<file path="config.mk">
export PLATFORM = sky130hd
export DESIGN_NAME = iir_inverse_filter
export DESIGN_NICKNAME = d
export VERILOG_FILES = /design/src/rtl/iir_pkg.sv /design/src/rtl/iir_inverse_filter_sat_clamp.sv /design/src/rtl/iir_inverse_filter.sv
export SDC_FILE = /design/constraint.sdc
export NUM_CORES = 1
export LEC_CHECK = 0
export CAP_MARGIN = 20
export CORE_ASPECT_RATIO = 0.7
export CORE_UTILIZATION = 25
export DETAILED_ROUTE_END_ITERATION = 8
export GPL_TIMING_DRIVEN = 0
export HOLD_SLACK_MARGIN = 0.12
export PLACE_DENSITY = 0.48
export SLEW_MARGIN = 20
export SYNTH_ARGS = -nofsm -noshare
export SYNTH_HDL_FRONTEND = slang
export SYNTH_SLANG_ARGS = --single-unit
</file>
<file path="constraint.sdc">
create_clock -name clk -period 3.2 [get_ports clk]
set_input_delay 0.64 -clock clk [delete_from_list [all_inputs] [get_ports clk]]
set_output_delay 0.64 -clock clk [all_outputs]
set_load 0.03 [all_outputs]
</file>
<file path="src/rtl/iir_pkg.sv">
// Shared defaults and saturation limits for the IIR inverse filter.
package iir_pkg;
  localparam int DATA_W_DEF   = 16;
  localparam int IN_SHIFT_DEF = 2;
  localparam int FB_SHIFT_DEF = 1;

  typedef logic signed [DATA_W_DEF-1:0] sample_t;

  localparam sample_t SAT_MAX = sample_t'((2 ** (DATA_W_DEF - 1)) - 1);
  localparam sample_t SAT_MIN = sample_t'(-(2 ** (DATA_W_DEF - 1)));
endpackage

</file>
<file path="src/rtl/iir_inverse_filter_sat_clamp.sv">
// Combinational signed clamp from IN_W down to OUT_W bits, flagging overflow.
module sat_clamp #(
  parameter int IN_W  = 19,
  parameter int OUT_W = 16
) (
  input  logic [IN_W-1:0]  din_i,
  output logic [OUT_W-1:0] dout_o,
  output logic             ovf_o
);
  // Value fits iff every bit from the output sign bit upward agrees.
  logic [IN_W-OUT_W:0] top_bits;
  assign top_bits = din_i[IN_W-1:OUT_W-1];
  assign ovf_o    = !((&top_bits) || !(|top_bits));

  always_comb begin
    dout_o = din_i[OUT_W-1:0];
    if (ovf_o)
      dout_o = din_i[IN_W-1] ? {1'b1, {(OUT_W-1){1'b0}}} : {1'b0, {(OUT_W-1){1'b1}}};
  end
endmodule

</file>
<file path="src/rtl/iir_inverse_filter.sv">
// Two-stage elastic inverse of y[n] = x[n]>>>IN_SHIFT + y[n-1]>>>FB_SHIFT.
module iir_inverse_filter
  import iir_pkg::*;
#(
  parameter int DATA_W   = DATA_W_DEF,
  parameter int IN_SHIFT = IN_SHIFT_DEF,
  parameter int FB_SHIFT = FB_SHIFT_DEF
) (
  input  logic              clk,
  input  logic              rst,
  input  logic              clear,
  input  logic              s_valid,
  output logic              s_ready,
  input  logic [DATA_W-1:0] s_data,
  output logic              m_valid,
  input  logic              m_ready,
  output logic [DATA_W-1:0] m_data,
  output logic              sat_flag,
  output logic [7:0]        sat_count
);
  localparam int D1_W   = DATA_W + 1;
  localparam int WIDE_W = D1_W + IN_SHIFT;

  logic                     v1_q, v2_q, sat_flag_q;
  logic [7:0]               sat_count_q;
  logic signed [DATA_W-1:0] y_prev_q;
  logic [DATA_W-1:0]        m_data_q;
  logic signed [D1_W-1:0]   diff_q, diff_d;
  logic signed [WIDE_W-1:0] wide;
  logic [DATA_W-1:0]        clamped;
  logic                     ovf;
  logic                     adv1, adv2, accept;

  assign adv2    = !v2_q || m_ready;
  assign adv1    = !v1_q || adv2;
  assign s_ready = adv1 && !clear;
  assign accept  = s_valid && s_ready;

  // One extra bit keeps the difference exact for full-scale inputs.
  assign diff_d = D1_W'($signed(s_data)) - D1_W'(y_prev_q >>> FB_SHIFT);
  assign wide   = WIDE_W'(diff_q) <<< IN_SHIFT;

  sat_clamp #(.IN_W(WIDE_W), .OUT_W(DATA_W)) u_clamp (
    .din_i  (wide),
    .dout_o (clamped),
    .ovf_o  (ovf)
  );

  always_ff @(posedge clk) begin
    if (rst) begin
      v1_q        <= 1'b0;
      v2_q        <= 1'b0;
      y_prev_q    <= '0;
      diff_q      <= '0;
      m_data_q    <= '0;
      sat_flag_q  <= 1'b0;
      sat_count_q <= '0;
    end else if (clear) begin
      v1_q        <= 1'b0;
      v2_q        <= 1'b0;
      y_prev_q    <= '0;
      sat_flag_q  <= 1'b0;
      sat_count_q <= '0;
    end else begin
      if (accept) y_prev_q <= $signed(s_data);
      if (adv1) begin
        v1_q <= accept;
        if (accept) diff_q <= diff_d;
      end
      if (adv2) begin
        v2_q <= v1_q;
        if (v1_q) begin
          m_data_q <= clamped;
          if (ovf) begin
            sat_flag_q <= 1'b1;
            if (sat_count_q != 8'hFF) sat_count_q <= sat_count_q + 8'd1;
          end
        end
      end
    end
  end

  assign m_valid   = v2_q;
  assign m_data    = m_data_q;
  assign sat_flag  = sat_flag_q;
  assign sat_count = sat_count_q;
endmodule

</file>
==> flow_summary.toml <==
[detailed_routing]
finalWirelength_um = 8220
viasPerCell = 4.69
wl_per_cell_um = 13.8
first_iter_violations = 158
top_layer_used = "met4"
num_vias = 2798
drt-met1-wl_um = 4400
drt_drc_violations_left = 0
routed-wl-met2_um = 3360
routed-wl-met3_um = 426
drtAntennaViolNets = 0
first_pass_iters = 7

[timing]
clock_skew_ns = 0.00333
relSlewSlack = 0.560
tightestPinTransition_ns = 0.653
min_period_over_period = 0.904
finalHoldViolations = 0
rsz0062_at_grt = "false"
final_max_slew_viol_count = 0
setup_violations = 0
setup_tns_ns = 0
post-route-min-period_ns = 2.89
fmax_mhz = 346

[layout]
fin_util = 0.339
final_common_cell = "dfxtp_1"
drive_above_1_share = 0.0750
mostFrequentLayoutCells = "58 x dfxtp_1, 56 x nand2_1, 47 x clkdlybuf4s50_1, 38 x a21oi_1, 35 x nor2_1"
syn2layout_area_growth_pct = 30.7
diodes = 0
register_area_mm2 = 0.00116
fillerInstances = 1255
finalInstanceArea_mm2 = 0.00400
nets = 474
multi_input_area_mm2 = 0.00174

[critical_path]
r2r-start = "y_prev_q[5]"
critPathMaxFanout = 4
cpLargestDelayFamily = "simple AND/OR/NAND/NOR gates"
rrSetupSlack_ns = 0.82
crit_type = "in -> reg"
path_buf_inv = 2
cp-end-kind = "flop"
r2r_end = "diff_q[14]"
cpMaxStageDelayCell = "clkdlybuf4s50_1"
worstPathRequired_ns = 3.44
arrival_ns = 3.13
cp_cell_sequence = "clkdlybuf4s50_1 -> inv_1 -> ha_1 -> fa_1 -> nand2b_1 -> a21oi_2 -> or4_4 -> a311oi_4 -> or3_2 -> a311oi_2"
slowest_delay_ns = 0.45
cp-start-kind = "input pin"
worstRegToRegCells = 8

[global_routing]
gr-total-overflow = 0
antenna_found_initial = 0
grt_usage = 0.142
grt_pass1_wl_um = 14000
grt_pass1_vias = 2770
grt_max_degree = 11

[power_and_ir_drop]
p_per_area_mw_per_mm2 = 487
p_leak_nw = 1.47
irDropWorstVdd_uv = 250
power_mw = 1.95

[cts]
cts_hold_buffers = 0
post_cts_buffers = 0
cts_buffer_depth = 2
clk_latency_ns = 0.32
cts_tree = "done"
clkTransAtPathRegs_ns = 0.05
cts_root_buf = "clkbuf_16"
clock_sinks = 58
cts_made_buffers = 9
cts_max_level = 3
cts.repair.resized = 0

[floorplan]
dieArea_mm2 = 0.0127
num_rows = 33
design.core.area_mm2 = 0.0118
io_pins = 48
die_h_um = 94.6
die_x_um = 134
start_util = 0.259

[logic_synthesis]
seq_area_frac_synth = 0.380
yosysTopAreaCellShare = 0.380
syn_nets = 416
synth.cell_area_mm2 = 0.00306
yosys.area.top_type = "dfxtp_1"
synthArstFlopShare = 0
synth_seq_cells = 58
synth-edff-count = 0
syn_inst = 377
syn_avg_cell_area_um2 = 8.11
synth_cell_type_count = 51
synth_area_leaders = "dfxtp_1 38%, ha_1 7.0%, nand2_1 6.9%"
synth_ff_type = "dfxtp_1"
ys_warn_count = 0

[run_status]
status = "complete, no violations"

[hold_path]
min_path_cells = 2
worstHoldStart = "y_prev_q[4]"
hold_end = "y_prev_q[4]"
hold_path_class = "reg -> reg"

[place]
numPortBuffers = 47
dpl_cell_area_mm2 = 0.00373
dp_hpwl_um = 6360
gp_congestion = 0.809

[job]
drv_cap = 0
[registers in the layout (all words and copies together), names as in the netlist]
| register | count |
|---|---|
| sat_flag | 1 |
| v1_q | 1 |
| m_data | 15 |
| y_prev_q | 15 |
| m_valid | 1 |
| sat_count | 8 |
| diff_q | 17 |
[cells in the mapped netlist (2+ instances only)]
cell type	n
a211oi_1	16
nor2_1	35
and2_1	2
a21oi_2	2
or3_1	2
dfxtp_1	58
a311oi_2	2
a21o_1	8
nor3_1	21
o21ai_0	9
mux2i_1	3
a21oi_1	38
nand4_1	6
ha_1	17
xor2_1	8
clkbuf_1	13
nand2_1	56
nor2b_1	6
and3_1	8
buf_4	2
nand3_1	7
xnor2_1	5
nand2b_1	3
inv_1	20
and4_1	3
o311a_2	2
[worst register-to-register path, cell delays in order, from the launching register on]
cell	delay (ns)
dfxtp_1	0.32
inv_1	0.04
ha_1	0.35
a21oi_2	0.16
nor2b_1	0.07
o311a_2	0.38
o21ai_0	0.38
o21ai_0	0.22
a221o_1	0.34
[power breakdown]
part           switching, mW  leakage [nW]  total [mW]  internal, mW
logic                  0.185         0.863       0.306         0.121
clock network          0.337         0.131       0.877         0.540
registers             0.0166         0.471       0.766         0.749
total                  0.539          1.47        1.95          1.41
[worst max-delay path by stage]
| stage | from | endpoint | cells past startpoint |
|---|---|---|---|
| after floorplan | s_data[0] | diff_q[10] | 9 |
| after global placement | s_data[0] | diff_q[10] | 10 |
| after detailed placement | s_data[0] | diff_q[10] | 10 |
| after CTS | s_data[0] | diff_q[10] | 10 |
| after global routing | s_data[0] | diff_q[10] | 10 |
| final | s_data[0] | diff_q[10] | 10 |
[logic make-up after synthesis]
| group | after synthesis | share of synthesized area |
|---|---|---|
| simple gates | 156 | 0.241 |
| compound gates | 92 | 0.206 |
| flops | 58 | 0.380 |
| buf+inv | 37 | 0.0503 |
| fa+ha+maj | 18 | 0.0761 |
| xor+xnor | 13 | 0.0372 |
| mux | 3 | 0.00982 |
[through the flow]
| stage | setup WS (ns) | hold WS, ns | std cells |
|---|---|---|---|
| 2_1_floorplan | 0.599 | 0.433 | 377 |
| 3_3_place_gp | -0.0182 | 0.444 | 581 |
| 3_5_place_dp | -0.0169 | 0.446 | 581 |
| 4_1_cts | 0.322 | 0.454 | 597 |
| 5_1_grt | 0.210 | 0.476 | 597 |
| 6_report | 0.308 | 0.455 | 597 |
[metal layers]
layer	global-route usage	up-vias
met5	0	-
met4	0.0281	0
met3	0.0370	2
met2	0.213	59
met1	0.202	1293
li1	-	1444
[final cells by class]
cell class,instances,share of cell area
multi-input cells,282,0.436
inverters,20,0.0188
flip-flops and latches,58,0.290
plain buffers,17,0.0197
well taps,157,0.0491
clock inverters,5,0.00751
clock buffers,11,0.0607
repair buffers,47,0.118
(Power assumes the default switching activity.)
